[src/rtl/alu_pkg.sv]
// Shared ALU op codes, RV32I opcodes and the decoded-op record passed
// from the decoder to the issue buffer.
package alu_pkg;

   localparam int XLEN = 32;

   localparam logic [3:0] ALU_AND  = 4'b0000;
   localparam logic [3:0] ALU_OR   = 4'b0001;
   localparam logic [3:0] ALU_ADD  = 4'b0010;
   localparam logic [3:0] ALU_SUB  = 4'b0110;
   localparam logic [3:0] ALU_SLL  = 4'b0111;
   localparam logic [3:0] ALU_SRL  = 4'b1000;
   localparam logic [3:0] ALU_SRA  = 4'b1001;
   localparam logic [3:0] ALU_XOR  = 4'b1010;
   localparam logic [3:0] ALU_SLTU = 4'b1111;

   localparam logic [6:0] OPC_R      = 7'b0110011;
   localparam logic [6:0] OPC_I      = 7'b0010011;
   localparam logic [6:0] OPC_LOAD   = 7'b0000011;
   localparam logic [6:0] OPC_STORE  = 7'b0100011;
   localparam logic [6:0] OPC_LUI    = 7'b0110111;
   localparam logic [6:0] OPC_AUIPC  = 7'b0010111;
   localparam logic [6:0] OPC_BRANCH = 7'b1100011;

   typedef struct packed {
      logic [3:0]      op;
      logic [XLEN-1:0] opnd1;
      logic [XLEN-1:0] opnd2;
      logic [4:0]      rd;
      logic            illegal;
   } dec_op_t;

   // Returns {illegal, op} for the shared R/I funct3 map; SUB only when allowed.
   function automatic logic [4:0] map_arith(input logic [2:0] f3,
                                            input logic       allow_sub,
                                            input logic       b5);
      logic [4:0] res;
      case (f3)
         3'b000:  res = {1'b0, (allow_sub && b5) ? ALU_SUB : ALU_ADD};
         3'b001:  res = {1'b0, ALU_SLL};
         3'b011:  res = {1'b0, ALU_SLTU};
         3'b100:  res = {1'b0, ALU_XOR};
         3'b101:  res = {1'b0, b5 ? ALU_SRA : ALU_SRL};
         3'b110:  res = {1'b0, ALU_OR};
         3'b111:  res = {1'b0, ALU_AND};
         default: res = {1'b1, ALU_AND};
      endcase
      return res;
   endfunction

endpackage

[src/rtl/alu_op_decode.sv]
// Combinational RV32I field decode into ALU op code and operand selection.
// Illegal ops keep rs1/rs2 as operands and report op AND with the illegal flag.
module alu_op_decode
   import alu_pkg::*;
(
   input  logic [6:0]      i_opcode,
   input  logic [2:0]      i_funct3,
   input  logic            i_funct7b5,
   input  logic [4:0]      i_rd,
   input  logic [XLEN-1:0] i_rs1,
   input  logic [XLEN-1:0] i_rs2,
   input  logic [XLEN-1:0] i_imm,
   input  logic [XLEN-1:0] i_pc,
   output dec_op_t         o_dec
);

   logic [4:0] w_arith;
   dec_op_t    w_dec;

   always_comb begin
      w_arith       = 5'b0;
      w_dec.op      = ALU_AND;
      w_dec.opnd1   = i_rs1;
      w_dec.opnd2   = i_rs2;
      w_dec.rd      = i_rd;
      w_dec.illegal = 1'b1;
      case (i_opcode)
         OPC_R: begin
            w_arith       = map_arith(i_funct3, 1'b1, i_funct7b5);
            w_dec.op      = w_arith[3:0];
            w_dec.illegal = w_arith[4];
         end
         OPC_I: begin
            w_arith       = map_arith(i_funct3, 1'b0, i_funct7b5);
            w_dec.op      = w_arith[3:0];
            w_dec.illegal = w_arith[4];
            if (!w_arith[4]) begin
               // Shift-immediates use only the shamt field.
               if (i_funct3 == 3'b001 || i_funct3 == 3'b101)
                  w_dec.opnd2 = {{(XLEN-5){1'b0}}, i_imm[4:0]};
               else
                  w_dec.opnd2 = i_imm;
            end
         end
         OPC_LOAD, OPC_STORE: begin
            w_dec.op      = ALU_ADD;
            w_dec.opnd2   = i_imm;
            w_dec.illegal = 1'b0;
         end
         OPC_LUI: begin
            w_dec.op      = ALU_ADD;
            w_dec.opnd1   = '0;
            w_dec.opnd2   = i_imm;
            w_dec.illegal = 1'b0;
         end
         OPC_AUIPC: begin
            w_dec.op      = ALU_ADD;
            w_dec.opnd1   = i_pc;
            w_dec.opnd2   = i_imm;
            w_dec.illegal = 1'b0;
         end
         OPC_BRANCH: begin
            case (i_funct3)
               3'b000, 3'b001: begin
                  w_dec.op      = ALU_SUB;
                  w_dec.illegal = 1'b0;
               end
               3'b110, 3'b111: begin
                  w_dec.op      = ALU_SLTU;
                  w_dec.illegal = 1'b0;
               end
               default: w_dec.illegal = 1'b1;
            endcase
         end
         default: w_dec.illegal = 1'b1;
      endcase
   end

   assign o_dec = w_dec;

endmodule

[src/rtl/alu_issue_stage.sv]
// ID->EX issue stage: decoded op held in a main register backed by one skid
// entry, valid/ready on both sides, flush, and an issue counter.
module alu_issue_stage
   import alu_pkg::*;
#(
   parameter int XLEN  = alu_pkg::XLEN,
   parameter int CNT_W = 32
) (
   input  logic             clk,
   input  logic             rst,
   input  logic             flush,
   input  logic             in_valid,
   output logic             in_ready,
   input  logic [6:0]       in_opcode,
   input  logic [2:0]       in_funct3,
   input  logic             in_funct7b5,
   input  logic [4:0]       in_rd,
   input  logic [XLEN-1:0]  in_rs1,
   input  logic [XLEN-1:0]  in_rs2,
   input  logic [XLEN-1:0]  in_imm,
   input  logic [XLEN-1:0]  in_pc,
   output logic             out_valid,
   input  logic             out_ready,
   output logic [3:0]       alu_op,
   output logic [XLEN-1:0]  alu_operand1,
   output logic [XLEN-1:0]  alu_operand2,
   output logic [4:0]       out_rd,
   output logic             out_illegal,
   output logic [CNT_W-1:0] issue_count
);

   dec_op_t          w_dec;
   dec_op_t          r_main;
   dec_op_t          r_skid;
   logic             r_main_valid;
   logic             r_skid_valid;
   logic [CNT_W-1:0] r_count;
   logic             w_accept;
   logic             w_drain;

   alu_op_decode u_decode (
      .i_opcode   (in_opcode),
      .i_funct3   (in_funct3),
      .i_funct7b5 (in_funct7b5),
      .i_rd       (in_rd),
      .i_rs1      (in_rs1),
      .i_rs2      (in_rs2),
      .i_imm      (in_imm),
      .i_pc       (in_pc),
      .o_dec      (w_dec)
   );

   // in_ready depends only on skid state, so there is no path from out_ready.
   assign w_accept = in_valid && !r_skid_valid;
   assign w_drain  = r_main_valid && out_ready;

   always_ff @(posedge clk or posedge rst) begin
      if (rst) begin
         r_main       <= '0;
         r_skid       <= '0;
         r_main_valid <= 1'b0;
         r_skid_valid <= 1'b0;
         r_count      <= '0;
      end else begin
         if (w_drain)
            r_count <= r_count + 1'b1;
         if (flush) begin
            r_main_valid <= 1'b0;
            r_skid_valid <= 1'b0;
         end else if (w_drain) begin
            if (r_skid_valid) begin
               r_main       <= r_skid;
               r_skid_valid <= 1'b0;
            end else if (w_accept) begin
               r_main <= w_dec;
            end else begin
               r_main_valid <= 1'b0;
            end
         end else if (!r_main_valid) begin
            if (w_accept) begin
               r_main       <= w_dec;
               r_main_valid <= 1'b1;
            end
         end else if (w_accept) begin
            r_skid       <= w_dec;
            r_skid_valid <= 1'b1;
         end
      end
   end

   assign in_ready     = !r_skid_valid;
   assign out_valid    = r_main_valid;
   assign alu_op       = r_main.op;
   assign alu_operand1 = r_main.opnd1;
   assign alu_operand2 = r_main.opnd2;
   assign out_rd       = r_main.rd;
   assign out_illegal  = r_main.illegal;
   assign issue_count  = r_count;

endmodule

[config.mk]
export PLATFORM = sky130hd
export DESIGN_NAME = alu_issue_stage
export DESIGN_NICKNAME = d
export VERILOG_FILES = /design/src/rtl/alu_pkg.sv /design/src/rtl/alu_op_decode.sv /design/src/rtl/alu_issue_stage.sv
export SDC_FILE = /design/constraint.sdc
export NUM_CORES = 1
export LEC_CHECK = 0
export ABC_AREA = 1
export CAP_MARGIN = 10
export CORE_UTILIZATION = 55
export DETAILED_ROUTE_END_ITERATION = 10
export PLACE_DENSITY = 0.92
export SETUP_SLACK_MARGIN = 0.15
export SYNTH_ARGS = -nofsm -noshare
export SYNTH_HDL_FRONTEND = slang
export SYNTH_SLANG_ARGS = --single-unit
[constraint.sdc]
create_clock -name clk -period 14.45 [get_ports clk]
set_input_delay 1.445 -clock clk [delete_from_list [all_inputs] [get_ports clk]]
set_output_delay 1.445 -clock clk [all_outputs]
set_load 0.03 [all_outputs]
==> results.json, run 1 <==
{
  "synth_cells": 1538,
  "die_x_um": 143,
  "cp-end-kind": "flop",
  "hpwl_um": 22600,
  "fp-row-count": 51,
  "drcViolationCount": 0,
  "gp_congestion": 0.913,
  "cts_setup_buffers": 0,
  "skew_ns": 0.0158,
  "ioPinCount": 257,
  "cp.arrival_ns": 4.40,
  "grt_max_degree": 125,
  "required_ns": 14.82,
  "synth_area_um2": 10900,
  "clock-sinks": 182,
  "antenna_found_initial": 0,
  "cp_slowest_cell": "nor2_4",
  "detail_route.iter0.violations": 1369,
  "syn_area_per_cell_um2": 7.10,
  "ant_nets": 0,
  "finalCriticalPeriod_ns": 4.03,
  "dr.pass1.iters": 8,
  "max_freq_mhz": 248,
  "fill_cells": 1479,
  "yosys_most_used_dff": "dfrtp_1",
  "layout.cells.non_filler": 2010,
  "worst_pin_slew_ns": 1.19,
  "num_vias": 11919,
  "yosys_warnings": 0,
  "status": "finished, final reports clean",
  "worstHoldPathType": "flop to flop",
  "leakage_nw": 6.53,
  "clkLatencyLatePin_ns": 0.44,
  "switching_share_pct": 35.0,
  "finalMaxSlewViolations": 0,
  "min_period_over_period_pct": 27.9,
  "max_stage_delay_ns": 0.85,
  "cp-start-kind": "input pin",
  "finalSetupTns_ns": 0,
  "synth_edf_count": 0,
  "initial_core_util_pct": 56.1,
  "io_buffers": 256,
  "drive_above_1_share_pct": 6.53,
  "viasPerCell": 5.93,
  "grt_pass1_vias": 11146,
  "grtUsageTotal_pct": 34.2,
  "synth_nets": 1691,
  "p_switching_w": 0.000565,
  "clockBufferDepth": 2,
  "globalRoute.totalOverflow": 0,
  "design_power_total_w": 0.00161,
  "clock-root-buffer": "clkbuf_16",
  "holdWs_ns": 0.479,
  "dieArea_um2": 20400,
  "clk_pin_slew_ns": 0.07,
  "fin_area_um2": 14100,
  "power_density_nw_per_um2": 115,
  "synth.distinct_cells": 38,
  "worstSetupPathType": "input pin to flop",
  "rsz0062_at_grt": "no",
  "synth_seq_cells": 182,
  "yosysSeqAreaShare_pct": 41.7,
  "p_clk_share_pct": 29.3,
  "ctsHoldBuffers": 0,
  "wire_per_inst_um": 17.4,
  "pwr-share-comb_pct": 28.6,
  "die_y_um": 143,
  "routed_wl_um": 34900,
  "slew_headroom_pct": 20.7,
  "coreArea_um2": 19500,
  "post_dp_cell_area_um2": 13500,
  "cts_tree": "built",
  "power_frac_seq_pct": 42.1,
  "grt_pass1_wl_um": 54700,
  "finalHoldViolCount": 0,
  "cts_made_buffers": 17,
  "num_antenna_cells": 0,
  "cp_max_fo": 36,
  "setup_viol": 0,
  "cp_common_cell": "nand2_1",
  "async_flop_share_pct": 100,
  "h-tree-depth": 4,
  "postCtsResizedCells": 0,
  "crit_chain": "clkdlybuf4s50_1, inv_2, nand2_1, nor2_4, nand2_1, nand2_2, nand2_1, nand3_1, nand2_1, nand2_1",
  "maxCapViolCount": 0,
  "worst_ir_drop_vdd_mv": 0.0925,
  "p_int_w": 0.00105,
  "nNetsFinal": 1885,
  "dp.cells": 1978,
  "area_growth_pct": 28.8
}
[cells by family after synthesis]
kind of cell / share of synthesized area [%]
adder cells (fa/ha/maj): 0.458
buffers and inverters: 8.45
AO/OA/AOI/OAI: 10.6
XOR/XNOR: 1.28
AND/OR/NAND/NOR: 37.5
flip-flops: 41.7
[placed cells by master, fill, tap and decap left out, types with 2 or more instances in the layout]
cell type / instances
inv_8: 7
clkinv_4: 2
o21ai_0: 74
dfrtp_1: 182
o22ai_1: 5
a31oi_1: 87
inv_2: 6
nor2_2: 4
nand4_1: 62
inv_1: 120
nor3_1: 13
or2_2: 20
nand3_1: 145
nand3b_1: 6
clkdlybuf4s50_1: 256
o21ai_1: 15
nand2_2: 6
nor2_1: 108
nand3_2: 21
clkbuf_16: 17
inv_6: 3
nand2_1: 514
a21oi_1: 22
buf_4: 8
xor2_1: 9
ha_1: 4
nor2_4: 3
nand2_4: 4
xnor2_1: 7
[critical path: cells and delay by family]
kind,cells,cell delay (ns)
buffers and inverters,2,0.96
AND/OR/NAND/NOR,8,1.98
[synthesized netlist by cell type, types with 2 or more instances]
| cell | count | area share, % |
|---|---|---|
| buf_4 | 7 | 0.48 |
| a31oi_1 | 87 | 5.0 |
| nor2_2 | 4 | 0.23 |
| inv_1 | 121 | 4.2 |
| dfrtp_1 | 182 | 42 |
| buf_2 | 37 | 1.7 |
| nand4_1 | 62 | 3.6 |
| buf_1 | 8 | 0.27 |
| nand2_2 | 7 | 0.40 |
| xor2_1 | 9 | 0.72 |
| buf_6 | 4 | 0.41 |
| nand2_1 | 514 | 18 |
| nor2_4 | 2 | 0.21 |
| nand3_2 | 21 | 1.9 |
| nand3b_1 | 6 | 0.41 |
| nand2_4 | 3 | 0.31 |
| a21oi_1 | 22 | 1.0 |
| xnor2_1 | 7 | 0.56 |
| o21ai_0 | 74 | 3.4 |
| ha_1 | 4 | 0.46 |
| o22ai_1 | 5 | 0.29 |
| nor3_1 | 13 | 0.60 |
| o21ai_1 | 15 | 0.69 |
| nor2_1 | 109 | 3.7 |
| or2_2 | 20 | 1.1 |
| clkbuf_1 | 34 | 1.2 |
| inv_2 | 6 | 0.21 |
| nand3_1 | 145 | 6.6 |
[power groups by stage]
stage                     clock (W)  combinational [W]  sequential [W]
after floorplan                   0           0.000183        0.000754
after detailed placement          0           0.000457        0.000683
after global placement            0           0.000443        0.000678
after CTS                  0.000474           0.000460        0.000676
final                      0.000472           0.000462        0.000679
after global routing       0.000495           0.000499        0.000688
[through the flow]
stage | setup slack, ns | utilization (%)
final | 10.42 | 72.3
after global routing | 10.29 | 72.3
after CTS | 10.53 | 72.3
after detailed placement | 10.11 | 69.3
after global placement | 10.23 | 69.2
after floorplan | 8.06 | -
[sequential cells by signal, summed over array words and instances (netlist names)]
name and flops:
out_valid 1, alu_operand1 32, out_rd 5, issue_count 32, r_skid_valid 1, alu_op 4, out_illegal 1, alu_operand2 32
r_skid 74
[worst paths after layout]
path | cells past startpoint | slack [ns] | from | end
min reg2reg | 2 | 0.48 | r_skid[22] | r_skid[22]
max reg2reg | 9 | 11.58 | r_skid_valid | r_skid[35]
min | 2 | 0.48 | r_skid[22] | r_skid[22]
max in group asynchronous | 3 | 11.50 | rst | issue_count[31]
min in group asynchronous | 2 | 1.52 | rst | alu_operand1[18]
max | 10 | 10.42 | in_opcode[5] | alu_operand2[4]
[cell type report]
type,count,area (um^2),area share [%]
Multi-Input combinational cell,1138,5470,38.9
Sequential cell,182,4550,32.4
Timing Repair Buffer,265,2640,18.7
Inverter,128,490,3.48
Clock buffer,18,439,3.12
Tap cell,265,332,2.36
Clock inverter,14,154,1.09
[layer usage]
metal | global-route usage (%) | wire [um] | vias up
met1 | 44.0 | 13500 | 5582
met2 | 55.6 | 16600 | 771
li1 | - | - | 5467
met4 | 16.2 | 1120 | 0
met5 | 0 | 0 | -
met3 | 6.47 | 3720 | 99
Power figures use the tool's default switching activity.
==> inputs of run 2 (changes only) <==
Settings changed: CORE_UTILIZATION 55 to 46, PLACE_DENSITY 0.92 to 0.83.
Clock period 14.45 ns to 3.3 ns, I/O delays scaled along.
==> results.json, run 2 (synthesized netlist as in run 1, its figures left out) <==
{
  "maxCapViolCount": 0,
  "layout_setup_ws_ns": 1.02,
  "power_density_nw_per_um2": 487,
  "die_x_um": 156,
  "worstSetupPathType": "flop to flop",
  "clockBufferDepth": 2,
  "clock-root-buffer": "clkbuf_16",
  "ff2ff_setup_slack_ns": 1.02,
  "finalCriticalPeriod_ns": 2.28,
  "io_buffers": 256,
  "layout.cells.non_filler": 2079,
  "slew_headroom_pct": 41.6,
  "cts_setup_buffers": 0,
  "drcViolationCount": 0,
  "ioPinCount": 257,
  "initial_core_util_pct": 46.7,
  "gp_congestion": 0.905,
  "cts_tree": "built",
  "skew_ns": 0.0159,
  "grt_max_degree": 101,
  "pre_cts_ws_ns": 0.642,
  "cts_made_buffers": 17,
  "leakage_nw": 6.59,
  "largest-register": "r_skid",
  "finalMaxSlewViolations": 0,
  "r2r_cells": 8,
  "grt_pass1_vias": 10979,
  "finalSetupTns_ns": 0,
  "status": "finished, final reports clean",
  "num_vias": 11628,
  "cp-end-kind": "flop",
  "coreArea_um2": 23400,
  "cp_max_fo": 45,
  "rsz0062_at_grt": "no",
  "dieArea_um2": 24400,
  "detail_route.iter0.violations": 1000,
  "grt_pass1_wl_um": 54700,
  "drive_above_1_share_pct": 7.22,
  "cp.arrival_ns": 2.65,
  "antenna_found_initial": 1,
  "min_period_over_period_pct": 69.1,
  "clk_pin_slew_ns": 0.07,
  "dr.pass1.iters": 6,
  "hpwl_um": 23100,
  "routed_wl_um": 34600,
  "nNetsFinal": 1900,
  "worstHoldPathType": "input pin to async pin",
  "largest_reg_flops": 74,
  "postCtsResizedCells": 0,
  "r2r-end": "alu_operand2[21]",
  "fp-row-count": 56,
  "fin_util_pct": 60.9,
  "required_ns": 3.67,
  "globalRoute.totalOverflow": 0,
  "area_growth_pct": 30.5,
  "cp-start-kind": "flop",
  "max_freq_mhz": 439,
  "grtUsageTotal_pct": 28.3,
  "die_y_um": 156,
  "mostFrequentLayoutCells": "514 x nand2_1, 256 x clkdlybuf4s50_1, 182 x dfrtp_1, 145 x nand3_1, 120 x inv_1",
  "setup_viol": 0,
  "r2r-start": "out_valid",
  "clkLatencyLatePin_ns": 0.44,
  "ctsHoldBuffers": 0,
  "viasPerCell": 5.59,
  "dp.cells": 2047,
  "final_common_cell": "nand2_1",
  "worst_pin_slew_ns": 0.874,
  "clock-sinks": 182,
  "finalHoldViolCount": 0,
  "worstSetupStartpoint": "out_valid",
  "worst_ir_drop_vdd_mv": 0.320,
  "wire_per_inst_um": 16.6,
  "ant_nets": 0,
  "h-tree-depth": 4
}
==> run 2: cell count changes in the layout (fill, tap and decap cells not counted), moves of 3 or more <==
| cell | previous run | this run |
|---|---|---|
| clkinv_4 | 2 | 5 |
| buf_4 | 8 | 21 |
| inv_8 | 7 | 4 |
| buf_12 | 0 | 3 |
==> run 2: through the flow <==
| step | hold slack, ns | instance area [um^2] | total power (W) |
|---|---|---|---|
| floorplan | 0.426 | 10900 | 0.00410 |
| global placement | 0.456 | 13700 | 0.00492 |
| detailed placement | 0.460 | 13700 | 0.00498 |
| CTS | 0.420 | 14300 | 0.00697 |
| global route | 0.435 | 14300 | 0.00729 |
| finish | 0.361 | 14300 | 0.00695 |
==> run 2: worst max-delay path, stage by stage, from the launching register on <==
cell and delay, ns:
dfrtp_1 0.45, nand2_4 0.24, inv_4 0.15, nand2_4 0.38
buf_4 0.49, o21ai_0 0.16, a31oi_1 0.19, nand2_1 0.08
nand2_1 0.05
==> run 2: power by group <==
part	internal (W)	switching [W]
sequential	0.00266	0.000285
clock	0.00100	0.000985
combinational	0.000837	0.00117
==> run 2: metal layers <==
layer	track usage (%)	routed length (um)	part of all wire (%)	up-vias
met5	0	0	0	-
met4	12.4	1090	3.1	0
met3	4.92	3190	9.2	73
met2	46.1	15800	46	609
met1	36.9	14500	42	5448
li1	-	-	-	5498
==> run 2: layout make-up <==
class | count | area, um^2
antenna | 1 | 2.50
clock buffer | 18 | 429
clock inverter | 13 | 131
fill | 2100 | 9140
inverter | 128 | 487
multi-input combinational | 1138 | 5480
sequential | 182 | 4550
tap | 319 | 399
timing repair buffer | 280 | 2780
==> run 2: worst max-delay path by stage <==
stage,slack [ns],depth (start not counted),end
after floorplan,0.63,1,alu_op[0]
after global placement,0.76,9,alu_operand2[20]
after detailed placement,0.64,11,alu_operand2[2]
after CTS,1.06,8,alu_operand2[18]
after global routing,0.84,8,alu_op[2]
final,1.02,8,alu_operand2[21]
==> inputs of run 3 (changes only) <==
Settings changed: CORE_UTILIZATION 46 to 51, PLACE_DENSITY 0.83 to 0.86.
Clock period 3.3 ns to 2.4 ns, I/O delays scaled along.
==> results.json, run 3 (synthesized netlist as in run 1, its figures left out) <==
{
  "status": "finished, final reports clean",
  "slew_headroom_pct": 62.2,
  "grt_pass1_wl_um": 56400,
  "p_switching_w": 0.00350,
  "globalRoute.totalOverflow": 0,
  "setup_viol": 0,
  "pwr-share-comb_pct": 29.0,
  "cp-end-kind": "primary output",
  "detail_route.iter0.violations": 1219,
  "largest-register": "r_skid",
  "finalMaxSlewViolations": 0,
  "ant_nets": 0,
  "power_frac_seq_pct": 41.6,
  "holdWs_ns": 0.315,
  "clock-sinks": 182,
  "nNetsFinal": 1913,
  "switching_share_pct": 35.9,
  "num_antenna_cells": 0,
  "dieArea_um2": 22000,
  "initial_core_util_pct": 52.0,
  "io_buffers": 256,
  "p_int_w": 0.00625,
  "grt_pass1_vias": 11145,
  "gp_congestion": 0.901,
  "antenna_found_initial": 0,
  "hpwl_um": 23900,
  "cts_setup_buffers": 0,
  "design_power_total_w": 0.00975,
  "ctsHoldBuffers": 0,
  "cts_made_buffers": 17,
  "grt_max_degree": 95,
  "leakage_nw": 6.70,
  "mostFrequentLayoutCells": "514 x nand2_1, 256 x clkdlybuf4s50_1, 182 x dfrtp_1, 145 x nand3_1, 120 x inv_1",
  "wire_per_inst_um": 17.4,
  "fp-row-count": 53,
  "min_period_over_period_pct": 81.1,
  "rsz0062_at_grt": "no",
  "routed_wl_um": 35700,
  "power_density_nw_per_um2": 676,
  "cts_tree": "built",
  "worst_ir_drop_vdd_mv": 0.542,
  "clkLatencyLatePin_ns": 0.45,
  "clockBufferDepth": 2,
  "drive_above_1_share_pct": 8.01,
  "cp.arrival_ns": 1.71,
  "clock-root-buffer": "clkbuf_16",
  "finalSetupTns_ns": 0,
  "final_common_cell": "nand2_1",
  "post_dp_cell_area_um2": 13800,
  "required_ns": 2.16,
  "grtUsageTotal_pct": 32.4,
  "num_vias": 11948,
  "finalCriticalPeriod_ns": 1.95,
  "crit_chain": "clkdlybuf4s50_1",
  "worstSetupPathType": "flop to primary output",
  "critPathTopFamily": "buffers and inverters",
  "die_x_um": 148,
  "max_freq_mhz": 514,
  "h-tree-depth": 4,
  "skew_ns": 0.0172,
  "coreArea_um2": 21000,
  "max_stage_delay_ns": 0.74,
  "dr.pass1.iters": 6,
  "cp_max_fo": 9,
  "area_growth_pct": 32.0,
  "ioPinCount": 257,
  "die_y_um": 148,
  "cp_slowest_cell": "clkdlybuf4s50_1",
  "viasPerCell": 5.83,
  "fin_area_um2": 14400,
  "worst_pin_slew_ns": 0.567,
  "drcViolationCount": 0,
  "path_buf_inv": 1,
  "maxCapViolCount": 0,
  "postCtsResizedCells": 0,
  "worstHoldPathType": "input pin to async pin",
  "largest_reg_flops": 74,
  "finalHoldViolCount": 0,
  "cp-start-kind": "flop",
  "p_clk_share_pct": 29.3,
  "clk_pin_slew_ns": 0.08
}
-- run 3: cell types whose count changed in the layout (fill, tap and decap cells not counted), sizes merged --
cell      change
clkbuf        -1
clkinv        +1
clkinvlp      +1
buf          +13
diode         -1
-- run 3: stage by stage --
step	setup WS (ns)	instances	utilization [%]
after global routing	0.351	2048	68.6
final	0.453	2048	68.6
after detailed placement	0.144	2016	65.7
after global placement	0.239	2016	65.7
after CTS	0.444	2048	68.6
after floorplan	-0.177	1538	-
-- run 3: path summary, 6_finish.rpt --
path	start	to	slack, ns	cells past startpoint
min	rst	r_skid[34]	0.31	3
max	issue_count[19]	issue_count[19]	0.45	1
min reg2reg	r_skid[70]	r_skid[70]	0.48	2
max in group asynchronous	rst	r_skid[10]	1.63	3
min in group clk	in_rd[4]	r_skid[5]	0.37	3
max reg2reg	out_valid	alu_operand1[31]	0.51	8
-- run 3: layer usage --
layer	global-route usage [%]	up-vias	share of wire [%]
met5	0	-	0
met4	14.2	0	2.6
met3	6.41	81	10
met2	50.8	720	46
met1	43.5	5624	41
li1	-	5523	-
-- run 3: cell type report --
cell class / count / area, um^2
Clock inverter: 15 / 180
Multi-Input combinational cell: 1138 / 5470
Fill cell: 1678 / 6600
Clock buffer: 17 / 425
Sequential cell: 182 / 4550
Inverter: 128 / 487
Tap cell: 275 / 344
Timing Repair Buffer: 293 / 2970
-- run 3: power by group through the flow --
stage / combinational (W) / sequential, W / clock [W]
6_report: 0.00283 / 0.00406 / 0.00286
5_1_grt: 0.00307 / 0.00412 / 0.00301
4_1_cts: 0.00282 / 0.00405 / 0.00287
3_5_place_dp: 0.00280 / 0.00410 / 0
3_3_place_gp: 0.00274 / 0.00407 / 0
2_1_floorplan: 0.00110 / 0.00454 / 0
-- run 3: worst reg2reg max path: stages (launching register included) --
cell and delay [ns]:
dfrtp_1 0.47, nand2_2 0.16, nand2_4 0.14, inv_2 0.20, buf_12 0.26, o21ai_0 0.19
a31oi_1 0.18, o21ai_0 0.10, o21ai_0 0.11
